File: config.mk
export PLATFORM = sky130hd
export DESIGN_NAME = mem_bus_arbiter
export DESIGN_NICKNAME = d
export VERILOG_FILES = /design/src/rtl/cpu_defines.sv /design/src/rtl/mem_bus_arbiter.sv
export SDC_FILE = /design/constraint.sdc
export NUM_CORES = 1
export LEC_CHECK = 0
export ABC_CLOCK_PERIOD_IN_PS = 5400
export CAP_MARGIN = 5
export CORE_MARGIN = 4
export CORE_UTILIZATION = 37
export CTS_BUF_LIST = sky130_fd_sc_hd__clkbuf_8
export CTS_CLUSTER_DIAMETER = 30
export DETAILED_ROUTE_END_ITERATION = 8
export PLACE_DENSITY_LB_ADDON = 0.05
export REMOVE_ABC_BUFFERS = 1
export SLEW_MARGIN = 20
export SYNTH_ARGS = -nofsm -noshare
export SYNTH_HDL_FRONTEND = slang
export SYNTH_SLANG_ARGS = --single-unit
export TNS_END_PERCENT = 20
File: constraint.sdc
create_clock -name clk -period 5.4 [get_ports clk]
set_input_delay 1.08 -clock clk [delete_from_list [all_inputs] [get_ports clk]]
set_output_delay 1.08 -clock clk [all_outputs]
set_load 0.1 [all_outputs]
File: src/rtl/cpu_defines.sv
// Shared definitions for the CPU memory-bus logic.
// Contents: bus width constants, stall-vector bit indices, and the state
// encoding of the memory bus arbiter FSM.
package cpu_defines;

    localparam int unsigned BUS_AW  = 32;
    localparam int unsigned BUS_DW  = 32;
    localparam int unsigned BUS_SW  = BUS_DW / 8;
    localparam int unsigned STALL_W = 6;

    // Stall vector bit positions
    localparam int unsigned STALL_PC  = 0;
    localparam int unsigned STALL_IF  = 1;
    localparam int unsigned STALL_MEM = 4;

    typedef enum logic [2:0] {
        IDLE     = 3'd0,
        IF_BUS   = 3'd1,
        MEM_BUS  = 3'd2,
        IF_DROP  = 3'd3,
        MEM_DROP = 3'd4
    } arb_state_e;

endpackage

File: src/rtl/mem_bus_arbiter.sv
// Memory bus arbiter: shares one external bus between instruction fetch (IF)
// and data access (MEM). MEM has fixed priority over IF. Returned words are
// held until the owning pipeline register advances (stall vector low).
//
// Ports:
//   clk, rst                 clock, asynchronous active-low reset
//   stall_i, flush_i         pipeline stall vector and flush
//   if_ce_i, if_addr_i       IF read request / word address
//   if_rdata_o               fetched word
//   if_stall_req_o           IF request pending and unserved
//   mem_ce_i, mem_we_i,      MEM request, write enable, byte enables,
//   mem_sel_i, mem_addr_i,   address and write data
//   mem_wdata_i
//   mem_rdata_o              read data
//   mem_stall_req_o          MEM request pending and unserved
//   bus_cyc_o, bus_stb_o,    registered bus master outputs
//   bus_we_o, bus_sel_o,
//   bus_adr_o, bus_dat_o
//   bus_dat_i, bus_ack_i     slave read data and acknowledge
//   bus_err_o                one-cycle pulse when a transfer times out
module mem_bus_arbiter
    import cpu_defines::*;
#(
    parameter int unsigned TIMEOUT = 16
) (
    input  logic               clk,
    input  logic               rst,
    input  logic [STALL_W-1:0] stall_i,
    input  logic               flush_i,
    input  logic               if_ce_i,
    input  logic [BUS_AW-1:0]  if_addr_i,
    output logic [BUS_DW-1:0]  if_rdata_o,
    output logic               if_stall_req_o,
    input  logic               mem_ce_i,
    input  logic               mem_we_i,
    input  logic [BUS_SW-1:0]  mem_sel_i,
    input  logic [BUS_AW-1:0]  mem_addr_i,
    input  logic [BUS_DW-1:0]  mem_wdata_i,
    output logic [BUS_DW-1:0]  mem_rdata_o,
    output logic               mem_stall_req_o,
    output logic               bus_cyc_o,
    output logic               bus_stb_o,
    output logic               bus_we_o,
    output logic [BUS_SW-1:0]  bus_sel_o,
    output logic [BUS_AW-1:0]  bus_adr_o,
    output logic [BUS_DW-1:0]  bus_dat_o,
    input  logic [BUS_DW-1:0]  bus_dat_i,
    input  logic               bus_ack_i,
    output logic               bus_err_o
);

    localparam int unsigned CntW = (TIMEOUT > 1) ? $clog2(TIMEOUT + 1) : 1;

    arb_state_e        state_q, state_d;
    logic              if_vld_q, mem_vld_q;
    logic [CntW-1:0]   tcnt_q;

    logic              if_pend, mem_pend;
    logic              timeout_hit, xfer_done;
    logic              grant_if, grant_mem;
    logic              if_deliver, mem_deliver;
    logic [BUS_DW-1:0] rd_word;
    logic              unused_stall;

    assign unused_stall = ^{stall_i[5], stall_i[3:2], stall_i[STALL_PC]};

    assign if_pend         = if_ce_i & ~if_vld_q;
    assign mem_pend        = mem_ce_i & ~mem_vld_q;
    assign if_stall_req_o  = if_pend;
    assign mem_stall_req_o = mem_pend;
    assign bus_stb_o       = bus_cyc_o;

    // A simultaneous ack wins over the timeout, so no error is flagged.
    assign timeout_hit = (TIMEOUT != 0) && bus_cyc_o && !bus_ack_i &&
                         (tcnt_q == CntW'(TIMEOUT - 1));
    assign xfer_done   = bus_cyc_o && (bus_ack_i || timeout_hit);
    // Timed-out reads return zero.
    assign rd_word     = bus_ack_i ? bus_dat_i : '0;

    always_ff @(posedge clk or negedge rst) begin
        if (!rst) begin
            state_q <= IDLE;
        end else begin
            state_q <= state_d;
        end
    end

    always_comb begin
        state_d     = state_q;
        grant_if    = 1'b0;
        grant_mem   = 1'b0;
        if_deliver  = 1'b0;
        mem_deliver = 1'b0;
        case (state_q)
            IDLE: begin
                if (mem_pend) begin
                    state_d   = MEM_BUS;
                    grant_mem = 1'b1;
                end else if (if_pend) begin
                    state_d  = IF_BUS;
                    grant_if = 1'b1;
                end
            end
            IF_BUS: begin
                if (xfer_done) begin
                    state_d    = IDLE;
                    if_deliver = ~flush_i;
                end else if (flush_i) begin
                    state_d = IF_DROP;
                end
            end
            MEM_BUS: begin
                if (xfer_done) begin
                    state_d     = IDLE;
                    mem_deliver = ~flush_i;
                end else if (flush_i) begin
                    state_d = MEM_DROP;
                end
            end
            IF_DROP, MEM_DROP: begin
                if (xfer_done) begin
                    state_d = IDLE;
                end
            end
            default: state_d = IDLE;
        endcase
    end

    // Bus master registers and timeout counter
    always_ff @(posedge clk or negedge rst) begin
        if (!rst) begin
            bus_cyc_o <= 1'b0;
            bus_we_o  <= 1'b0;
            bus_sel_o <= '0;
            bus_adr_o <= '0;
            bus_dat_o <= '0;
            bus_err_o <= 1'b0;
            tcnt_q    <= '0;
        end else begin
            bus_err_o <= timeout_hit;
            if (grant_mem) begin
                bus_cyc_o <= 1'b1;
                bus_we_o  <= mem_we_i;
                bus_sel_o <= mem_sel_i;
                bus_adr_o <= mem_addr_i;
                bus_dat_o <= mem_wdata_i;
            end else if (grant_if) begin
                bus_cyc_o <= 1'b1;
                bus_we_o  <= 1'b0;
                bus_sel_o <= '1;
                bus_adr_o <= if_addr_i;
                bus_dat_o <= '0;
            end else if (xfer_done) begin
                bus_cyc_o <= 1'b0;
                bus_we_o  <= 1'b0;
            end
            if (xfer_done) begin
                tcnt_q <= '0;
            end else if (bus_cyc_o) begin
                tcnt_q <= tcnt_q + CntW'(1);
            end
        end
    end

    // Returned words and their valid flags; a flush discards them.
    always_ff @(posedge clk or negedge rst) begin
        if (!rst) begin
            if_vld_q    <= 1'b0;
            mem_vld_q   <= 1'b0;
            if_rdata_o  <= '0;
            mem_rdata_o <= '0;
        end else begin
            if (flush_i) begin
                if_vld_q <= 1'b0;
            end else if (if_deliver) begin
                if_vld_q <= 1'b1;
            end else if (if_vld_q && !stall_i[STALL_IF]) begin
                if_vld_q <= 1'b0;
            end
            if (if_deliver) begin
                if_rdata_o <= rd_word;
            end

            if (flush_i) begin
                mem_vld_q <= 1'b0;
            end else if (mem_deliver) begin
                mem_vld_q <= 1'b1;
            end else if (mem_vld_q && !stall_i[STALL_MEM]) begin
                mem_vld_q <= 1'b0;
            end
            if (mem_deliver && !bus_we_o) begin
                mem_rdata_o <= rd_word;
            end
        end
    end

endmodule

==> results of run 1 <==
[registers in the layout (all words and copies together) (netlist names)]
signal,count
bus_adr_o,32
bus_dat_o,32
if_rdata_o,32
mem_rdata_o,32
tcnt_q,5
bus_sel_o,4
state_q,3
bus_cyc_o,1
bus_err_o,1
bus_we_o,1
if_vld_q,1
mem_vld_q,1
[metrics by stage]
stage	instances	area [um^2]	utilization, %
after floorplan	459	6000	-
after global placement	965	9130	55.3
after detailed placement	965	9140	55.3
after CTS	997	9600	58.1
after global routing	997	9600	58.1
final	997	9600	58.1
[synthesized netlist by cell type, types with 2 or more instances]
cell / count / area (um^2)
sky130_fd_sc_hd__a22o_1: 32 / 280
sky130_fd_sc_hd__a31oi_1: 32 / 200
sky130_fd_sc_hd__and2_1: 32 / 200
sky130_fd_sc_hd__buf_2: 10 / 50.1
sky130_fd_sc_hd__buf_6: 6 / 67.6
sky130_fd_sc_hd__clkbuf_1: 29 / 109
sky130_fd_sc_hd__dfrtp_1: 145 / 3630
sky130_fd_sc_hd__ha_1: 2 / 25.0
sky130_fd_sc_hd__inv_1: 3 / 11.3
sky130_fd_sc_hd__mux2_2: 36 / 405
sky130_fd_sc_hd__mux2_4: 29 / 435
sky130_fd_sc_hd__mux2i_1: 2 / 20.0
sky130_fd_sc_hd__nand2_1: 6 / 22.5
sky130_fd_sc_hd__nand3_1: 35 / 175
sky130_fd_sc_hd__nor2_1: 7 / 26.3
sky130_fd_sc_hd__nor2b_1: 2 / 12.5
sky130_fd_sc_hd__nor3_1: 34 / 170
sky130_fd_sc_hd__o21ai_0: 39 / 195
sky130_fd_sc_hd__o22a_1: 5 / 43.8
[logic make-up after synthesis]
kind of cell	count (synthesis)
and+or+nand+nor	125
DFF	145
buffers and inverters	50
muxes	67
adders and majority gates	2
AOI/OAI and AO/OA	116
[final timing paths]
kind                               from             end  slack [ns]  depth (start not counted)
min in group asynchronous           rst   if_rdata_o[6]        0.75                          1
min                        bus_sel_o[3]    bus_sel_o[3]        0.50                          1
max                           bus_cyc_o       bus_cyc_o        2.09                          1
min reg2reg                bus_sel_o[3]    bus_sel_o[3]        0.50                          1
max reg2reg                   tcnt_q[0]  if_rdata_o[31]        2.81                          6
max in group asynchronous           rst   bus_adr_o[12]        3.62                          2
[layout by cell type, fill, tap and decap left out, types with 2 or more instances in the layout]
| master | count |
|---|---|
| sky130_fd_sc_hd__clkdlybuf4s50_1 | 275 |
| sky130_fd_sc_hd__o21ai_0 | 39 |
| sky130_fd_sc_hd__bufinv_16 | 4 |
| sky130_fd_sc_hd__ha_1 | 2 |
| sky130_fd_sc_hd__nand3_1 | 35 |
| sky130_fd_sc_hd__mux2_4 | 29 |
| sky130_fd_sc_hd__mux2i_1 | 2 |
| sky130_fd_sc_hd__clkinvlp_4 | 2 |
| sky130_fd_sc_hd__inv_6 | 3 |
| sky130_fd_sc_hd__mux2_2 | 36 |
| sky130_fd_sc_hd__and2_1 | 32 |
| sky130_fd_sc_hd__nor3_1 | 34 |
| sky130_fd_sc_hd__inv_1 | 3 |
| sky130_fd_sc_hd__a22o_1 | 32 |
| sky130_fd_sc_hd__buf_4 | 10 |
| sky130_fd_sc_hd__o22a_1 | 5 |
| sky130_fd_sc_hd__nor2b_1 | 2 |
| sky130_fd_sc_hd__inv_8 | 2 |
| sky130_fd_sc_hd__nand2_1 | 6 |
| sky130_fd_sc_hd__nor2_1 | 6 |
| sky130_fd_sc_hd__a31oi_1 | 32 |
| sky130_fd_sc_hd__clkbuf_8 | 20 |
| sky130_fd_sc_hd__dfrtp_1 | 145 |
[cell type report]
cell class,count,share of cell area (%)
clock buffer,19,2.72
clock inverter,13,2.06
inverter,4,0.156
multi-input combinational,310,24.8
sequential,145,37.8
tap,220,2.87
timing repair buffer,286,29.6
[routing by layer]
layer	share of wire (%)	wire length (um)	up-vias
li1	-	-	2355
met1	39	7440	2560
met2	48	9040	228
met3	9.8	1850	28
met4	2.9	539	0
met5	0	0	-
==> out/results.md, run 1 <==
| Group | Result | Value |
|---|---|---|
| sta | RSZ-0062 raised after global routing | no |
| drt | Average wire per standard cell | 18.9 um |
| setup path | Count of buffer and inverter cells on the critical path | 1 |
| sta | Final max-slew violation count | 0 |
| cts | Worst-Skew Late Latency | 0.44 ns |
| min path | Hold/Removal Path Class | register to register |
| synthesis | Primary FF master, synth | sky130_fd_sc_hd__dfrtp_1 |
| synthesis | Fraction of the mapped netlist area in compound gates | 12.6% |
| sta | Worst-case clock skew | 0.0137 ns |
| synthesis | Sequential area share after synthesis | 58.2% |
| sta | Shortest period the worst path allows | 3.31 ns |
| synthesis | Dominant combinational cell family by area after synthesis | multiplexers |
| sta | Post-route setup TNS | 0 ns |
| finish | Count of nets after finishing | 911 |
| sta | Fmax | 302 MHz |
| grt | Met1 track utilization from global routing | 24.4% |
| synthesis | Average instance area after synthesis | 12.3 um^2 |
| setup path | Data required time at the worst endpoint | 4.32 ns |
| sta | Total count of hold-check failures in the final report | 0 |
| outcome | Outcome | finished, final reports clean |
| cts | Number of sinks handled by clock tree synthesis | 145 |
| setup path | Critical Path Fanout Max | 13 |
| grt | Most crowded layer after global routing | met2 |
| sta | Worst max-slew margin expressed relative to the limit | 28.9% |
| setup path | Crit. End Element | primary output |
| drt | Via count | 5171 |
| die | Die boundary height | 138 um |
| setup path | Crit path launch type | register |
| drt | Initial drt markers | 204 |
| cts | Post-CTS Repair Setup Buffers | 0 |
| setup path | Worst path cell trace | clkdlybuf4s50_1 |
| job | Max_cap viols | 0 |
| setup path | Slowest CP cell | sky130_fd_sc_hd__clkdlybuf4s50_1 |
| synthesis | Fraction of synthesized area in multiplexers | 13.8% |
| grt | Met2 usage | 31.5% |
| sta | Worst Max-Slew Pin Slew | 1.07 ns |
| setup path | Classification of the worst setup path | register to primary output |
| sta | Smallest hold slack | 0.499 ns |
| cts | Root Buffer | sky130_fd_sc_hd__clkbuf_8 |
| synthesis | Post-synthesis adder-cell area fraction | 0.401% |
| drt | Total iterations of the first detailed-routing run | 5 |
| synthesis | Register bit total from synthesis | 145 |
| die | Core area | 16500 um^2 |
| finish | Area Growth Syn to Fin | 54.0% |
| synthesis | Netlist Area Pre-Place | 6230 um^2 |
| cts | TritonCTS clock tree | done |
| cts | Count of instances resized after the clock tree is built | 0 |
| drt | Total Routed Length | 18900 um |
| synthesis | Number of flops mapped to enable cells by yosys | 0 |
| place | Port-buffer cells | 278 |
| place | Half-perimeter wire length after detailed placement | 12700 um |
| setup path | Cell family with most CP delay | buffers and inverters |
| cts | Total clock buffers created by CTS | 17 |
| cts | Post-CTS Hold Fix Bufs | 0 |
| synthesis | Synthesis warning total | 0 |
| grt | Antenna violations before repair | 0 |
| setup path | Data arrival at the endpoint of the critical path | 2.23 ns |
| drt | Antenna viol nets, final | 0 |
| synthesis | Synthesized-area fraction occupied by xor and xnor cells | 0% |
| die | Chip Width | 138 um |
| die | Number of I/O pins | 283 |
| finish | Fraction of layout instances using a drive strength above 1 | 14.8% |
| grt | Vias in the first global route | 5352 |
| sta | Post-route fraction of the period consumed by the critical path | 61.3% |
| synthesis | Fraction of synthesis flops using an asynchronous set or reset pin | 100% |
| die | Initial core utilization | 37.7% |
| finish | Footprint of the flip-flops and latches | 3630 um^2 |
| finish | Count of fill cells added during filler insertion | 1412 |
| grt | Met3 global-route usage | 7.20% |
| grt | Gr usage total | 19.9% |
| cts | CTS clk-pin slew, worst paths | 0.08 ns |
| cts | Deepest level of the CTS H-tree | 4 |
| sta | Finish-stage setup viols | 0 |
| setup path | Slowest cell delay on critical path | 1.21 ns |
| synthesis | Synth Area in Simple Gates | 11.0% |
| drt | DRC violations left | 0 |
| grt | Largest net degree at the start of global routing | 113 |
| die | Number of standard-cell rows in the floorplan | 47 |
| grt | First-pass GRT wire length | 28900 um |
| finish | Number of antenna repair diodes | 0 |
| grt | Total grt overflow | 0 |
| sta | PnR worst setup slack | 2.09 ns |
| synthesis | Count of unique library cells instantiated by Yosys | 38 |
| drt | Number of vias per cell after detailed routing | 5.19 |
| die | Total Die Area | 19000 um^2 |
| cts | Number of buffers on the longest clock path | 2 |
| synthesis | Cell count after synthesis | 505 |
| place | Pre-CTS worst setup slack | 1.67 ns |
| finish | Area occupied by multi-input gates | 2380 um^2 |
| place | Final Wtd Congestion | 0.837 |
Power of run 1 is left out: the tool's default activity adds up to more than one toggle a clock period on the data nets, which glitch-free logic cannot reach.
==> inputs of run 2 (changes only) <==
--- a/config.mk
+++ b/config.mk
@@ -5,7 +5,7 @@
 export SDC_FILE = /design/constraint.sdc
 export NUM_CORES = 1
 export LEC_CHECK = 0
-export ABC_CLOCK_PERIOD_IN_PS = 5400
+export ABC_CLOCK_PERIOD_IN_PS = 3250
 export CAP_MARGIN = 5
 export CORE_MARGIN = 4
 export CORE_UTILIZATION = 37
==> constraint.sdc (replaced) <==
create_clock -name clk -period 3.25 [get_ports clk]
set_input_delay 0.65 -clock clk [delete_from_list [all_inputs] [get_ports clk]]
set_output_delay 0.65 -clock clk [all_outputs]
set_load 0.1 [all_outputs]
==> run 2 against run 1 <==
Routed wire length is 1.0% higher. Clock-buffer cell count unchanged. First-iteration DRC count fell by 7.8%. Via count grew 0.27%. Setup slack got worse by 1.5 ns. Critical endpoint is now if_rdata_o[31]. Largest cell class unchanged.
==> out/results.md, run 2 (synthesis gave the netlist of run 1 again) <==
| Group | Result | Value | Delta |
|---|---|---|---|
| cts | Total clock buffers created by CTS | 17 | unchanged |
| drt | Antenna viol nets, final | 0 | unchanged |
| setup path | Data required time at the worst endpoint | 3.56 ns | was 4.32 ns |
| setup path | Cell repeated most along the worst path | sky130_fd_sc_hd__ha_1 |  |
| finish | Count of nets after finishing | 916 | was 911 |
| setup path | Crit path launch type | register | unchanged |
| cts | CTS clk-pin slew, worst paths | 0.08 ns | about the same |
| die | Total Die Area | 19000 um^2 | unchanged |
| finish | Most frequent standard cell in the layout excluding fill and tap cells | sky130_fd_sc_hd__buf_4 | was sky130_fd_sc_hd__clkdlybuf4s50_1 |
| grt | First-pass GRT wire length | 29200 um | was 28900 um |
| cts | Post-CTS Hold Fix Bufs | 0 | unchanged |
| grt | Gr usage total | 20.0% | was 19.9% |
| place | Final Wtd Congestion | 0.823 | was 0.837 |
| finish | Commonest non-fill, non-tap cells in the layout | sky130_fd_sc_hd__buf_4 (148), sky130_fd_sc_hd__dfrtp_1 (145), sky130_fd_sc_hd__clkdlybuf4s50_1 (139), sky130_fd_sc_hd__o21ai_0 (39), sky130_fd_sc_hd__mux2_2 (36) | was sky130_fd_sc_hd__clkdlybuf4s50_1 (275), sky130_fd_sc_hd__dfrtp_1 (145), sky130_fd_sc_hd__o21ai_0 (39), sky130_fd_sc_hd__mux2_2 (36), sky130_fd_sc_hd__nand3_1 (35) |
| drt | Initial drt markers | 188 | was 204 |
| die | Initial core utilization | 37.7% | unchanged |
| setup path | Crit. End Element | register | was primary output |
| cts | Deepest level of the CTS H-tree | 4 | unchanged |
| grt | Vias in the first global route | 5499 | was 5352 |
| job | Max_cap viols | 0 | unchanged |
| cts | Count of instances resized after the clock tree is built | 0 | unchanged |
| outcome | Outcome | finished, final reports clean | unchanged |
| sta | Fmax | 382 MHz |  |
| grt | Total grt overflow | 0 | unchanged |
| die | Number of I/O pins | 283 | unchanged |
| setup path | Slowest CP cell | sky130_fd_sc_hd__or4_4 | was sky130_fd_sc_hd__clkdlybuf4s50_1 |
| sta | PnR worst setup slack | 0.633 ns | was 2.09 ns |
| setup path | Count of buffer and inverter cells on the critical path | 0 | was 1 |
| die | Die boundary height | 138 um | unchanged |
| place | Port-buffer cells | 278 | unchanged |
| drt | Total Routed Length | 19100 um | was 18900 um |
| drt | Via count | 5185 | was 5171 |
| drt | Average wire per standard cell | 19.0 um | was 18.9 um |
| cts | Number of buffers on the longest clock path | 2 | unchanged |
| grt | Largest net degree at the start of global routing | 78 | was 113 |
| sta | Worst Max-Slew Pin Slew | 0.742 ns | was 1.07 ns |
| sta | Shortest period the worst path allows | 2.62 ns |  |
| cts | Post-CTS Repair Setup Buffers | 0 | unchanged |
| setup path | Cell family with most CP delay | simple AND/OR/NAND/NOR gates | was buffers and inverters |
| cts | Worst-Skew Late Latency | 0.43 ns | was 0.44 ns |
| setup path | Worst path cell trace | ha_1 > and3_1 > ha_1 > o21ai_0 > or4_4 > mux2_2 | was clkdlybuf4s50_1 |
| sta | Worst-case clock skew | 0.0130 ns | was 0.0137 ns |
| finish | Final core area utilization | 56.3% | was 58.1% |
| sta | Final max-slew violation count | 0 | unchanged |
| die | Chip Width | 138 um | unchanged |
| setup path | Classification of the worst setup path | register to register | was register to primary output |
| grt | Antenna violations before repair | 2 | was 0 |
| cts | Number of sinks handled by clock tree synthesis | 145 | unchanged |
| place | Pre-CTS worst setup slack | 0.532 ns | was 1.67 ns |
| min path | Hold/Removal Path Class | input pin to asynchronous set/reset pin | was register to register |
| finish | Area Growth Syn to Fin | 49.1% | was 54.0% |
| place | Half-perimeter wire length after detailed placement | 13000 um | was 12700 um |
| drt | DRC violations left | 0 | unchanged |
| sta | Worst max-slew margin expressed relative to the limit | 50.5% | was 28.9% |
| finish | Number of antenna repair diodes | 0 | unchanged |
| sta | Post-route fraction of the period consumed by the critical path | 80.5% |  |
| finish | Fraction of layout instances using a drive strength above 1 | 32.2% | was 14.8% |
| cts | Root Buffer | sky130_fd_sc_hd__clkbuf_8 | unchanged |
| sta | RSZ-0062 raised after global routing | no | unchanged |
| sta | Total count of hold-check failures in the final report | 0 | unchanged |
| setup path | Slowest cell delay on critical path | 0.64 ns | was 1.21 ns |
| setup path | Data arrival at the endpoint of the critical path | 2.93 ns | was 2.23 ns |
| cts | TritonCTS clock tree | done | unchanged |
| drt | Total iterations of the first detailed-routing run | 5 | unchanged |
| die | Number of standard-cell rows in the floorplan | 47 | unchanged |
| setup path | Critical Path Fanout Max | 33 | was 13 |
| die | Core area | 16500 um^2 | unchanged |
| drt | Number of vias per cell after detailed routing | 5.17 | was 5.19 |
| sta | Finish-stage setup viols | 0 | unchanged |
run 2: final timing paths:
kind                         startpoint              to  slack (ns)  cells after the start
max reg2reg                   tcnt_q[0]  if_rdata_o[31]        0.63                      6
max                           tcnt_q[0]  if_rdata_o[31]        0.63                      6
max in group asynchronous           rst   bus_dat_o[15]        2.14                      2
min reg2reg                bus_sel_o[3]    bus_sel_o[3]        0.50                      1
min in group clk           bus_sel_o[3]    bus_sel_o[3]        0.50                      1
min                                 rst  if_rdata_o[28]        0.23                      1
run 2: per-stage QoR:
step | instance area [um^2] | setup TNS (ns) | cells | hold WS, ns
after floorplan | 6000 | -21.36 | 459 | 0.354
after global placement | 8870 | 0 | 970 | 0.467
after detailed placement | 8870 | 0 | 970 | 0.483
after CTS | 9300 | 0 | 1002 | 0.253
after global routing | 9300 | 0 | 1002 | 0.256
final | 9300 | 0 | 1002 | 0.233
run 2: final cells by class:
cell class              instances  area, um^2
fillers                      1409        7230
flip-flops and latches        145        3630
repair buffers                291        2570
multi-input cells             310        2370
well taps                     220         275
clock buffers                  19         262
clock inverters                13         169
inverters                       4        15.0
run 2: per-layer routing:
layer | up-vias | track usage [%] | wire [um]
met2 | 244 | 32.9 | 9540
met1 | 2539 | 23.2 | 7060
met3 | 32 | 8.40 | 1970
li1 | 2366 | - | -
met4 | 4 | 7.90 | 469
met5 | - | 0 | 27
run 2: worst register-to-register path: stages, from the launching register on:
cell and delay, ns:
sky130_fd_sc_hd__dfrtp_1 0.43, sky130_fd_sc_hd__ha_1 0.26, sky130_fd_sc_hd__and3_1 0.19, sky130_fd_sc_hd__ha_1 0.25
sky130_fd_sc_hd__o21ai_0 0.31, sky130_fd_sc_hd__or4_4 0.64, sky130_fd_sc_hd__mux2_2 0.42
Power of run 2 is left out for the same reason.
==> inputs of run 3 (changes only) <==
--- a/config.mk
+++ b/config.mk
@@ -5,7 +5,7 @@
 export SDC_FILE = /design/constraint.sdc
 export NUM_CORES = 1
 export LEC_CHECK = 0
-export ABC_CLOCK_PERIOD_IN_PS = 3250
+export ABC_CLOCK_PERIOD_IN_PS = 2300
 export CAP_MARGIN = 5
 export CORE_MARGIN = 4
 export CORE_UTILIZATION = 37
==> constraint.sdc (replaced) <==
create_clock -name clk -period 2.3 [get_ports clk]
set_input_delay 0.46 -clock clk [delete_from_list [all_inputs] [get_ports clk]]
set_output_delay 0.46 -clock clk [all_outputs]
set_load 0.1 [all_outputs]
==> run 3 against run 2 <==
Cell count grew 2.1%. First-iteration DRC count grew 19%. Sequential share of layout area shrank 1.2 points. Clock skew grew 0.0024 ns. Hold slack gained 0.26 ns. Setup slack lost 0.55 ns. Critical path type unchanged.
==> out/results.md, run 3 (synthesis gave the netlist of run 1 again) <==
| Group | Result | Value | Delta |
|---|---|---|---|
| setup path | Cell repeated most along the worst path | sky130_fd_sc_hd__ha_1 | unchanged |
| setup path | R2r worst-path depth | 7 | was 6 |
| grt | Gr usage total | 19.8% | was 20.0% |
| setup path | Slowest cell delay on critical path | 0.51 ns | was 0.64 ns |
| setup path | Count of buffer and inverter cells on the critical path | 1 | was 0 |
| finish | Number of cells in the finished layout apart from fillers | 1023 | was 1002 |
| job | Max_cap viols | 0 | unchanged |
| setup path | Data arrival at the endpoint of the critical path | 2.53 ns | was 2.93 ns |
| die | Die boundary height | 138 um | unchanged |
| cts | Worst-Skew Late Latency | 0.43 ns | about the same |
| setup path | Flop-to-flop setup slack | 0.08 ns | was 0.63 ns |
| setup path | Cell family with most CP delay | simple AND/OR/NAND/NOR gates | unchanged |
| drt | Initial drt markers | 224 | was 188 |
| die | Number of standard-cell rows in the floorplan | 47 | unchanged |
| cts | Deepest level of the CTS H-tree | 4 | unchanged |
| sta | Post-route setup TNS | 0 ns | unchanged |
| sta | Finish-stage setup viols | 0 | unchanged |
| drt | Average wire per standard cell | 18.5 um | was 19.0 um |
| min path | Hold/Removal Path Class | register to register | was input pin to asynchronous set/reset pin |
| drt | Total iterations of the first detailed-routing run | 4 | was 5 |
| min path | End point of the most critical hold path | tcnt_q[3] |  |
| cts | Post-CTS Repair Setup Buffers | 0 | unchanged |
| drt | Via count | 5229 | was 5185 |
| setup path | Critical Path Fanout Max | 13 | was 33 |
| die | Core area | 16500 um^2 | unchanged |
| setup path | Capture instance of the worst register-to-register path | if_rdata_o[19] | was if_rdata_o[31] |
| cts | Root Buffer | sky130_fd_sc_hd__clkbuf_8 | unchanged |
| grt | Vias in the first global route | 5616 | was 5499 |
| place | Half-perimeter wire length after detailed placement | 13900 um | was 13000 um |
| grt | Total grt overflow | 0 | unchanged |
| grt | Antenna violations before repair | 1 | was 2 |
| place | Number of cells in the design after placement | 991 | was 970 |
| sta | RSZ-0062 raised after global routing | no | unchanged |
| sta | Worst max-slew margin expressed relative to the limit | 67.1% | was 50.5% |
| setup path | Data required time at the worst endpoint | 2.61 ns | was 3.56 ns |
| sta | Fmax | 451 MHz | was 382 MHz |
| grt | First-pass GRT wire length | 29200 um | about the same |
| die | Chip Width | 138 um | unchanged |
| drt | Number of vias per cell after detailed routing | 5.11 | was 5.17 |
| sta | Worst-case clock skew | 0.0154 ns | was 0.0130 ns |
| cts | Total clock buffers created by CTS | 17 | unchanged |
| outcome | Outcome | finished, final reports clean | unchanged |
| drt | Total Routed Length | 19000 um | was 19100 um |
| setup path | Classification of the worst setup path | register to register | unchanged |
| setup path | Crit. End Element | register | unchanged |
| finish | Footprint of the flip-flops and latches | 3630 um^2 | unchanged |
| cts | CTS clk-pin slew, worst paths | 0.07 ns | was 0.08 ns |
| finish | Fraction of layout instances using a drive strength above 1 | 34.3% | was 32.2% |
| sta | Post-route fraction of the period consumed by the critical path | 96.4% | was 80.5% |
| sta | Total count of hold-check failures in the final report | 0 | unchanged |
| cts | TritonCTS clock tree | done | unchanged |
| sta | Shortest period the worst path allows | 2.22 ns | was 2.62 ns |
| die | Initial core utilization | 37.7% | unchanged |
| cts | Number of buffers on the longest clock path | 2 | unchanged |
| finish | Final core area utilization | 58.0% | was 56.3% |
| sta | Final max-slew violation count | 0 | unchanged |
| min path | Min-Delay Path Depth | 1 |  |
| die | Number of I/O pins | 283 | unchanged |
| grt | Largest net degree at the start of global routing | 53 | was 78 |
| finish | Count of nets after finishing | 938 | was 916 |
| cts | Count of instances resized after the clock tree is built | 0 | unchanged |
| min path | Critical hold path startpoint | tcnt_q[3] |  |
| sta | Worst Max-Slew Pin Slew | 0.494 ns | was 0.742 ns |
| setup path | Slowest CP cell | sky130_fd_sc_hd__or4_4 | unchanged |
| finish | Area occupied by multi-input gates | 2370 um^2 | unchanged |
| finish | Count of fill cells added during filler insertion | 1390 | was 1409 |
| finish | Most frequent standard cell in the layout excluding fill and tap cells | sky130_fd_sc_hd__buf_4 | unchanged |
| finish | Area Growth Syn to Fin | 53.7% | was 49.1% |
| cts | Number of sinks handled by clock tree synthesis | 145 | unchanged |
| sta | Smallest hold slack | 0.491 ns | was 0.233 ns |
| die | Total Die Area | 19000 um^2 | unchanged |
| drt | DRC violations left | 0 | unchanged |
| place | Final Wtd Congestion | 0.817 | was 0.823 |
| place | Port-buffer cells | 278 | unchanged |
| setup path | Worst flop-to-flop path startpoint | tcnt_q[1] | was tcnt_q[0] |
| setup path | Crit path launch type | register | unchanged |
| drt | Antenna viol nets, final | 0 | unchanged |
| setup path | Worst path cell trace | ha_1 > and3_1 > ha_1 > o21ai_0 > or4_4 > buf_12 > mux2_4 | was ha_1 > and3_1 > ha_1 > o21ai_0 > or4_4 > mux2_2 |
| finish | Commonest non-fill, non-tap cells in the layout | sky130_fd_sc_hd__buf_4 (161), sky130_fd_sc_hd__dfrtp_1 (145), sky130_fd_sc_hd__clkdlybuf4s50_1 (139), sky130_fd_sc_hd__o21ai_0 (39), sky130_fd_sc_hd__mux2_2 (36) | was sky130_fd_sc_hd__buf_4 (148), sky130_fd_sc_hd__dfrtp_1 (145), sky130_fd_sc_hd__clkdlybuf4s50_1 (139), sky130_fd_sc_hd__o21ai_0 (39), sky130_fd_sc_hd__mux2_2 (36) |
run 3: changes by cell type in the layout (fill, tap and decap cells not counted):
cell and delta:
sky130_fd_sc_hd__diode_2 +1, sky130_fd_sc_hd__dlygate4sd3_1 +1, sky130_fd_sc_hd__buf_12 +8, sky130_fd_sc_hd__buf_4 +13
sky130_fd_sc_hd__inv_1 -4, sky130_fd_sc_hd__clkbuf_8 +2
run 3: how the worst max path moves through the flow:
stage              start             end  slack, ns  cells past startpoint
3_3_place_gp    mem_ce_i   bus_adr_o[10]       0.01                      5
4_1_cts        tcnt_q[1]  if_rdata_o[19]       0.09                      7
2_1_floorplan  bus_cyc_o  mem_rdata_o[0]      -1.32                      3
3_5_place_dp    mem_ce_i   bus_adr_o[17]      -0.02                      5
6_report       tcnt_q[1]  if_rdata_o[19]       0.08                      7
5_1_grt        tcnt_q[1]  if_rdata_o[30]      0.003                      7
run 3: final cells by class:
class	count	share of cell area [%]
Timing Repair Buffer	313	29.7
Inverter	4	0.157
Sequential cell	145	37.9
Multi-Input combinational cell	310	24.8
Clock inverter	9	1.61
Clock buffer	21	3.02
Tap cell	220	2.87
Antenna cell	1	0.0261
run 3: metal layers:
layer | share of wire [%] | track usage, % | vias up
met5 | 0 | 0 | -
met4 | 2.0 | 7.03 | 0
met3 | 9.1 | 7.27 | 23
met2 | 50 | 32.8 | 218
met1 | 39 | 23.7 | 2576
li1 | - | - | 2412
run 3: worst register-to-register path, delay by kind of cell (launching register included):
family                   cells  cell delay [ns]
adder cells (fa/ha/maj)      2             0.39
buffers and inverters        1             0.19
multiplexers                 1             0.31
flip-flops                   1             0.40
AND/OR/NAND/NOR              2             0.68
AO/OA/AOI/OAI                1             0.14
run 3: metrics by stage:
| step | instance area, um^2 | setup slack [ns] |
|---|---|---|
| after floorplan | 6000 | -1.32 |
| after global placement | 9120 | 0.0142 |
| after detailed placement | 9120 | -0.0223 |
| after CTS | 9580 | 0.0858 |
| after global routing | 9580 | 0.00317 |
| final | 9580 | 0.0837 |
run 3: timing repair:
item	in CTS	in global routing
endpoints found under the setup margin	0	0
hold buffers	1	0
endpoints found under the hold margin	49	0
Power of run 3 is left out for the same reason.
